--- config.mk ---
export PLATFORM = sky130hd
export DESIGN_NAME = instr_fetch_unit_flat
export DESIGN_NICKNAME = d
export VERILOG_FILES = /design/src/rtl/instr_fetch_unit_pkg.sv /design/src/rtl/instr_fetch_unit_if.sv /design/src/rtl/instr_fetch_unit_timeout.sv /design/src/rtl/instr_fetch_unit.sv /design/src/flat_wrapper.sv
export SDC_FILE = /design/constraint.sdc
export NUM_CORES = 1
export LEC_CHECK = 0
export ABC_AREA = 1
export CAP_MARGIN = 20
export CORE_MARGIN = 4
export CORE_UTILIZATION = 43
export DETAILED_ROUTE_END_ITERATION = 8
export GPL_ROUTABILITY_DRIVEN = 0
export HOLD_SLACK_MARGIN = 0.05
export PLACE_DENSITY = 0.84
export SLEW_MARGIN = 20
export SYNTH_ARGS = -nofsm -noshare
export SYNTH_HDL_FRONTEND = slang
export SYNTH_SLANG_ARGS = --single-unit
--- constraint.sdc ---
create_clock -name clk -period 4.9 [get_ports clk]
set_clock_uncertainty 0.15 [all_clocks]
set_input_delay 0.98 -clock clk [delete_from_list [all_inputs] [get_ports clk]]
set_output_delay 0.98 -clock clk [all_outputs]
set_load 0.02 [all_outputs]
--- src/rtl/instr_fetch_unit_pkg.sv ---
// Shared types and constants for the instruction fetch unit.
// Holds the fetch FSM state encoding, the NOP reset instruction and the address helpers.
package pkg_instr_fetch;

  typedef enum logic [1:0] {
    IDLE = 2'd0,
    REQ  = 2'd1,
    WAIT = 2'd2
  } fetch_state_t;

  // RV32I "addi x0, x0, 0"
  localparam logic [31:0] NOP_INSTR   = 32'h0000_0013;
  localparam logic [31:0] INSTR_BYTES = 32'd4;

  function automatic logic is_word_aligned(input logic [31:0] addr);
    return (addr[1:0] == 2'b00);
  endfunction

endpackage

--- src/rtl/instr_fetch_unit_if.sv ---
// Instruction memory read port shared between the fetch unit and the memory.
// The fetch unit is the master; the memory or a bench model takes the slave side.
interface instr_fetch_unit_if;

  logic        imem_req;
  logic [31:0] imem_addr;
  logic        imem_ready;
  logic        imem_rvalid;
  logic [31:0] imem_rdata;

  modport master (
    output imem_req,
    output imem_addr,
    input  imem_ready,
    input  imem_rvalid,
    input  imem_rdata
  );

  modport slave (
    input  imem_req,
    input  imem_addr,
    output imem_ready,
    output imem_rvalid,
    output imem_rdata
  );

endinterface

--- src/rtl/instr_fetch_unit_timeout.sv ---
// Watchdog for the fetch WAIT state: counts enabled cycles and flags the last allowed one.
// expired is combinational so the FSM can abort on the very edge the budget runs out.
module fetch_timeout_counter #(
  parameter int TIMEOUT = 16
) (
  input  logic clk,
  input  logic reset,
  input  logic clear,
  input  logic enable,
  output logic expired
);

  localparam int CW = (TIMEOUT < 2) ? 1 : $clog2(TIMEOUT);
  localparam logic [CW-1:0] LAST = CW'(TIMEOUT - 1);

  logic [CW-1:0] count;

  // Saturates at LAST so a stuck enable can never wrap back to zero
  always_ff @(posedge clk or posedge reset) begin
    if (reset) begin
      count <= '0;
    end else if (clear) begin
      count <= '0;
    end else if (enable && !expired) begin
      count <= count + CW'(1);
    end
  end

  assign expired = enable && (count == LAST);

endmodule

--- src/rtl/instr_fetch_unit.sv ---
// Instruction fetch unit: IDLE/REQ/WAIT handshake with instruction memory,
// owning the PC, the instruction register and single-cycle status pulses.
module instr_fetch_unit
  import pkg_instr_fetch::*;
#(
  parameter logic [31:0] RESET_PC = 32'h0000_0000,
  parameter int          TIMEOUT  = 16
) (
  input  logic                      clk,
  input  logic                      reset,
  input  logic                      fetch_start,
  input  logic                      pc_we,
  input  logic [31:0]               pc_next,
  instr_fetch_unit_if.master        bus,
  output logic [31:0]               instr,
  output logic                      instr_valid,
  output logic [31:0]               pc_cur,
  output logic [31:0]               pc_old,
  output logic                      busy,
  output logic                      misaligned,
  output logic                      fetch_fault
);

  fetch_state_t state;
  logic [31:0]  target;
  logic         in_wait;
  logic         wd_expired;

  // A same-cycle pc_we redirects the fetch that fetch_start launches
  assign target  = pc_we ? pc_next : pc_cur;
  assign in_wait = (state == WAIT);

  fetch_timeout_counter #(
    .TIMEOUT (TIMEOUT)
  ) u_watchdog (
    .clk     (clk),
    .reset   (reset),
    .clear   (!in_wait),
    .enable  (in_wait),
    .expired (wd_expired)
  );

  // Status pulses default low every cycle; only the transition that earns them raises them
  always_ff @(posedge clk or posedge reset) begin
    if (reset) begin
      state         <= IDLE;
      pc_cur        <= RESET_PC;
      pc_old        <= RESET_PC;
      instr         <= NOP_INSTR;
      bus.imem_req  <= 1'b0;
      bus.imem_addr <= RESET_PC;
      instr_valid   <= 1'b0;
      misaligned    <= 1'b0;
      fetch_fault   <= 1'b0;
      busy          <= 1'b0;
    end else begin
      instr_valid <= 1'b0;
      misaligned  <= 1'b0;
      fetch_fault <= 1'b0;

      case (state)
        IDLE: begin
          if (pc_we) begin
            pc_cur <= pc_next;
          end
          if (fetch_start) begin
            if (!is_word_aligned(target)) begin
              misaligned <= 1'b1;
            end else begin
              state         <= REQ;
              bus.imem_req  <= 1'b1;
              bus.imem_addr <= target;
              busy          <= 1'b1;
            end
          end
        end

        REQ: begin
          if (bus.imem_ready) begin
            state        <= WAIT;
            bus.imem_req <= 1'b0;
          end
        end

        WAIT: begin
          // Data wins over the watchdog if both land on the same edge
          if (bus.imem_rvalid) begin
            instr       <= bus.imem_rdata;
            pc_old      <= bus.imem_addr;
            pc_cur      <= bus.imem_addr + INSTR_BYTES;
            instr_valid <= 1'b1;
            state       <= IDLE;
            busy        <= 1'b0;
          end else if (wd_expired) begin
            fetch_fault <= 1'b1;
            state       <= IDLE;
            busy        <= 1'b0;
          end
        end

        default: begin
          state        <= IDLE;
          bus.imem_req <= 1'b0;
          busy         <= 1'b0;
        end
      endcase
    end
  end

  status_pulses_exclusive: assert property (
    @(posedge clk) disable iff (reset)
    $onehot0({instr_valid, misaligned, fetch_fault})
  );

  req_only_in_req_state: assert property (
    @(posedge clk) disable iff (reset)
    bus.imem_req |-> (state == REQ)
  );

  busy_tracks_state: assert property (
    @(posedge clk) disable iff (reset)
    busy == (state != IDLE)
  );

endmodule

--- src/flat_wrapper.sv ---
// flat-port wrapper written by rule: the top's interface ports become plain ports
module instr_fetch_unit_flat import pkg_instr_fetch::*;
#(
  parameter logic [31:0] RESET_PC = 32'h0000_0000,
  parameter int          TIMEOUT  = 16
)
  (clk, reset, fetch_start, pc_we, pc_next, instr, instr_valid, pc_cur, pc_old, busy, misaligned, fetch_fault, bus_imem_req, bus_imem_addr, bus_imem_ready, bus_imem_rvalid, bus_imem_rdata);
  instr_fetch_unit_if bus_i ();
  input  logic clk;
  input  logic reset;
  input  logic fetch_start;
  input  logic pc_we;
  input  logic [31:0] pc_next;
  output logic [31:0] instr;
  output logic instr_valid;
  output logic [31:0] pc_cur;
  output logic [31:0] pc_old;
  output logic busy;
  output logic misaligned;
  output logic fetch_fault;
  output wire logic [$bits(bus_i.imem_req)-1:0] bus_imem_req;
  output wire logic [$bits(bus_i.imem_addr)-1:0] bus_imem_addr;
  input wire logic [$bits(bus_i.imem_ready)-1:0] bus_imem_ready;
  input wire logic [$bits(bus_i.imem_rvalid)-1:0] bus_imem_rvalid;
  input wire logic [$bits(bus_i.imem_rdata)-1:0] bus_imem_rdata;
  assign bus_imem_req = bus_i.imem_req;
  assign bus_imem_addr = bus_i.imem_addr;
  assign bus_i.imem_ready = bus_imem_ready;
  assign bus_i.imem_rvalid = bus_imem_rvalid;
  assign bus_i.imem_rdata = bus_imem_rdata;
  instr_fetch_unit #(.RESET_PC(RESET_PC), .TIMEOUT(TIMEOUT)) u_core (.clk(clk), .reset(reset), .fetch_start(fetch_start), .pc_we(pc_we), .pc_next(pc_next), .bus(bus_i), .instr(instr), .instr_valid(instr_valid), .pc_cur(pc_cur), .pc_old(pc_old), .busy(busy), .misaligned(misaligned), .fetch_fault(fetch_fault));
endmodule
==> flow_summary.toml, run 1 <==
[clock_tree]
post_cts_resize_count = 0
clockRootBuffer = "clkbuf_16"
clk_pin_slew_worst_paths_ns = 0.06
cts-root-to-sink-buffers = 2
cts_max_level = 4
clk_sink_count = 139
tritoncts = "done"
clkLatencyLatePin_ns = 0.43
cts_inserted_buffers = 17
cts_setup_buffers = 0
ctsHoldBuffers = 0

[worst_setup_path]
crit_path_max_fanout = 71
category_of_the_worst_setup_path_capture_point = "flip-flop"
worst-endpoint-required_ns = 5.06
category_of_the_worst_setup_path_launch_point = "input port"
worstSetupPathType = "input port to flip-flop"
crit_path_arrival_time_ns = 3.18

[detailed_routing]
drcViolationCount = 0
route.vias.total = 6299
postRouteAntennaNets = 0
drtIter0Drc = 571
postRouteWirelength_um = 20400
avgViaCountPerCell = 5.02
firstDrtPassIters = 5
post_drt_wl_per_cell_um = 16.2

[pwr]
vdd.ir_drop.worst_uv = 392
power.density_cell_area_mw_per_mm2 = 712
leakage_nw = 4.37

[grt]
via_count_of_the_first_global_routing_pass = 6016
antenna_found_initial = 0
global_route.usage.total_pct = 23.0
global_route.overflow_total = 0
grt_max_degree = 119
grt_pass1_wl_um = 32200

[layout]
antenna_cells_inserted = 0
regArea_sq_mm = 0.00348
drive_gt1_share_pct = 8.13
finish.net_count = 1104
syn2layout_area_growth_pct = 41.1
final.fill_count = 1248
final_cell_count_no_fill = 1256
multiInputGateArea_sq_mm = 0.00278

[yosys]
post_synthesis_cell_area_sq_mm = 0.00672
synth.yosys.warnings = 0
post_synth_main_area_contributors = "dfrtp_1, nand2_1, o21ai_1"
synthesis.instances = 843
synth_largest_type_area_fraction_pct = 50.7
yosysSeqAreaShare_pct = 51.8
synth_flop_cell = "dfrtp_1"
synth_largest_area_cell = "dfrtp_1"
synthDistinctLibCells = 29
ys_top_cells_by_count = "nand2_1, dfrtp_1, o21ai_1"
syn_nets = 915
synth_enable_flop_cells = 0
synth.ff_latch_count = 139
synthMostInstantiatedCell = "nand2_1"
synthArstFlopShare_pct = 100
synth_area_per_cell_sq_um = 7.97

[outcome]
status = "complete, no violations"

[die]
die_y_um = 133
initial_core_util_pct = 44.0
die_x_extent_um = 133
fp.dieArea_sq_mm = 0.0177
floorplan_row_count = 45
coreArea_sq_mm = 0.0153
design.portCount = 203

[placement]
dp_cells = 1224
detailed_place_hpwl_um = 14400
io_buffers = 202

[timing]
min_period_over_period_pct = 61.7
setup_repair_after_global_routing_missed_its_margin = "false"
fin_tns_setup_ns = 0
max_slew.worst_pin.slew_ns = 0.887
maxClockFrequency_ghz = 0.331
timing.max_slew.rel_slack_pct = 40.9
final_period_minus_worst_setup_slack_ns = 3.02
final_count_of_pins_violating_max_slew = 0
hold_viol = 0
timing.final.setup_violations = 0

[run]
max_cap_violations = 0

[worst_hold_path]
tightest_hold_check_type = "flip-flop to flip-flop"
logic make-up (layout without fill, tap and decap cells):
family / after synthesis / in the layout / synth area share [%]
compound gates: 136 / 136 / 11.5
buf+inv: 104 / 306 / 6.89
simple gates: 440 / 440 / 26.3
fa+ha+maj: 2 / 2 / 0.372
flops: 139 / 139 / 51.8
mux: 15 / 15 / 2.23
xor+xnor: 7 / 7 / 0.913
report_power, final:
group          total (mW)  switching, mW  leakage, nW  internal (mW)
clock                1.37          0.496        0.303          0.877
combinational        3.25           1.90         2.32           1.35
sequential           2.13          0.449         1.74           1.68
routing by layer:
layer | track usage [%] | vias up | routed length [um]
met4 | 10.2 | 0 | 697
li1 | - | 3058 | -
met3 | 5.25 | 55 | 1310
met5 | 0 | - | 0
met1 | 30.8 | 2945 | 8790
met2 | 35.9 | 241 | 9610
per-stage QoR:
step                      util [%]  area [sq um]  setup WS, ns  hold slack [ns]  power, mW
final                         62.1          9480          1.88            0.316       6.75
after global routing          62.1          9480          1.62            0.334       7.15
after CTS                     62.1          9470          1.87            0.316       6.77
after detailed placement      58.0          8840          1.43            0.307       5.36
after global placement        58.0          8840          1.45            0.301       5.28
after floorplan                  -          6720        0.0504            0.345       3.87
area by class of cell:
cell class / instances / share of cell area (%)
clock inverters: 11 / 1.77
clock buffers: 21 / 4.86
repair buffers: 207 / 21.7
flip-flops and latches: 139 / 36.7
inverters: 67 / 2.77
well taps: 211 / 2.79
multi-input cells: 600 / 29.4
flip-flops by register name, summed over array words and instances (netlist names):
register                 flops
u_core.pc_cur               32
u_core.u_watchdog.count      4
u_core.fetch_fault           1
u_core.pc_old               32
u_core.bus.imem_req          1
u_core.instr                32
u_core.misaligned            1
u_core.bus.imem_addr        32
u_core.state                 2
u_core.instr_valid           1
u_core.busy                  1
worst max-delay path, cell delays in order:
cell             delay (ns)
clkdlybuf4s50_1        0.48
inv_1                  0.07
nor2_2                 0.23
clkinv_2               0.71
buf_4                  0.52
nand2_1                0.11
o21ai_1                0.07
placed cells by master, fill, tap and decap left out, types with 2 or more instances in the layout:
cell             synthesis  layout
nand2_1                343     343
clkdlybuf4s50_1          0     202
dfrtp_1                136     136
o21ai_1                 59      59
inv_1                   58      57
o21ai_0                 44      44
nor2_1                  45      43
nand3_1                 36      36
o21ai_2                 23      23
clkbuf_16                0      17
mux2i_1                 15      15
inv_2                    8       7
a21oi_1                  7       7
nor2_2                   5       6
xor2_1                   5       5
buf_4                    2       5
clkinv_2                 0       4
bufinv_16                0       4
nor2_4                   2       3
o22ai_1                  3       3
and2_1                   3       3
dfstp_2                  3       3
xnor2_1                  2       2
nand2_2                  2       2
ha_1                     2       2
clkinv_4                 0       2
clkbuf_1                15       2
clkbuf_8                 0       2
clkinvlp_4               0       2
final timing paths:
kind | from | depth (start not counted) | to | slack [ns]
worst max-delay path | bus_imem_rvalid | 7 | u_core.pc_old[2] | 1.88
max in group asynchronous | reset | 3 | u_core.pc_cur[0] | 2.81
worst min register to register | u_core.instr[4] | 2 | u_core.instr[4] | 0.32
worst min-delay path | u_core.instr[4] | 2 | u_core.instr[4] | 0.32
min in group asynchronous | reset | 2 | u_core.instr_valid | 0.98
worst max register to register | u_core.state[0] | 7 | u_core.pc_old[2] | 2.16
Power figures use the tool's default switching activity.
==> run 2: changes to the inputs <==
clock period = 2.4 ns   (was 4.9 ns; I/O delays follow)
==> flow_summary.toml, run 2 (synthesized netlist as in run 1, its figures left out) <==
[detailed_routing]
drcViolationCount = 0
postRouteWirelength_um = 20300
avgViaCountPerCell = 5.03
postRouteAntennaNets = 0
post_drt_wl_per_cell_um = 16.0
firstDrtPassIters = 5
route.vias.total = 6357
drtIter0Drc = 524

[worst_setup_path]
crit_path_cell_trace = "clkdlybuf4s50_1"
cp_num_buf_inv = 1
critical-path-top-delay-family = "buffers and inverters"
category_of_the_worst_setup_path_launch_point = "flip-flop"
worstRegToRegCells = 10
worstSetupPathType = "flip-flop to output pin"
crit_path_max_fanout = 6
r2r-end = "u_core.pc_cur[24]"
crit_path_arrival_time_ns = 1.60
worst-endpoint-required_ns = 1.77
category_of_the_worst_setup_path_capture_point = "output pin"
timing.rr.start = "u_core.bus.imem_addr[3]"
slowest_stage = "clkdlybuf4s50_1"
timing.critical_path.slowest_cell_delay_ns = 0.68
setup.reg_to_reg.worst_slack_ns = 0.27

[timing]
hold_ws_ns = 0.277
final_period_minus_worst_setup_slack_ns = 2.23
final_count_of_pins_violating_max_slew = 0
maxClockFrequency_ghz = 0.448
hold_viol = 0
postLayoutSetupSlackWorst_ns = 0.170
timing.max_slew.rel_slack_pct = 63.5
fin_tns_setup_ns = 0
min_period_over_period_pct = 92.9
setup_repair_after_global_routing_missed_its_margin = "false"
max_slew.worst_pin.slew_ns = 0.546
timing.final.setup_violations = 0

[pwr]
vdd.ir_drop.worst_uv = 856
leakage_nw = 4.44
power.density_cell_area_mw_per_mm2 = 1440

[die]
coreArea_sq_mm = 0.0153
die_y_um = 133
die_x_extent_um = 133
initial_core_util_pct = 44.0
floorplan_row_count = 45
fp.dieArea_sq_mm = 0.0177
design.portCount = 203

[clock_tree]
clkLatencyLatePin_ns = 0.42
clockRootBuffer = "clkbuf_16"
cts-root-to-sink-buffers = 2
clk_pin_slew_worst_paths_ns = 0.06
cts_setup_buffers = 0
post_cts_resize_count = 0
cts_max_level = 4
ctsHoldBuffers = 0
tritoncts = "done"
cts_inserted_buffers = 17
clk_sink_count = 139

[placement]
io_buffers = 202
placed_cell_area_sq_mm = 0.00898
post-place-ws_ns = 0.0137
detailed_place_hpwl_um = 14800

[layout]
layout_common_cells = "nand2_1, clkdlybuf4s50_1, dfrtp_1"
layout_commonest_cell = "nand2_1"
finish.instance_area_sq_mm = 0.00961
drive_gt1_share_pct = 8.83
syn2layout_area_growth_pct = 43.1
finish.net_count = 1112
antenna_cells_inserted = 0

[grt]
global_route.overflow_total = 0
global_route.usage.total_pct = 22.9
grt_max_degree = 68
antenna_found_initial = 0
grt_pass1_wl_um = 32400
via_count_of_the_first_global_routing_pass = 6182

[worst_hold_path]
tightest_hold_check_type = "input port to asynchronous set/reset pin"

[outcome]
status = "complete, no violations"

[run]
max_cap_violations = 0
[run 2: how the worst max path moves through the flow]
stage                                  startpoint                       end  cells after the start
after detailed placement                    pc_we  u_core.bus.imem_addr[19]                     10
after global placement                      pc_we  u_core.bus.imem_addr[21]                     10
final                     u_core.bus.imem_addr[6]          bus_imem_addr[6]                      1
after global routing      u_core.bus.imem_addr[3]         u_core.pc_cur[24]                     10
after floorplan                             reset   u_core.bus.imem_addr[0]                      1
after CTS                 u_core.bus.imem_addr[6]          bus_imem_addr[6]                      1
[run 2: power by group]
part | total, mW | internal, mW | switching (mW)
registers | 4.32 | 3.42 | 0.893
clock network | 2.82 | 1.82 | 0.998
logic | 6.73 | 2.82 | 3.91
total | 13.9 | 8.07 | 5.80
[run 2: per-layer routing]
| metal | track usage, % | part of all wire (%) | vias up |
|---|---|---|---|
| li1 | - | - | 3071 |
| met1 | 29.6 | 41 | 2960 |
| met5 | 0 | 0 | - |
| met2 | 36.7 | 48 | 272 |
| met3 | 5.48 | 6.9 | 54 |
| met4 | 10.6 | 3.7 | 0 |
[run 2: area by class of cell]
cell class              count  area, sq um
well taps                 211          264
flip-flops and latches    139         3480
clock inverters            10          163
inverters                  67          258
multi-input cells         600         2780
repair buffers            215         2190
clock buffers              22          474
fillers                  1232         5650
[run 2: metrics by stage]
step,instances,power [mW],utilization [%]
floorplan,843,7.90,-
global placement,1232,10.9,58.8
global route,1264,14.7,63.0
finish,1264,13.9,63.0
CTS,1264,13.9,63.0
detailed placement,1232,11.1,58.8
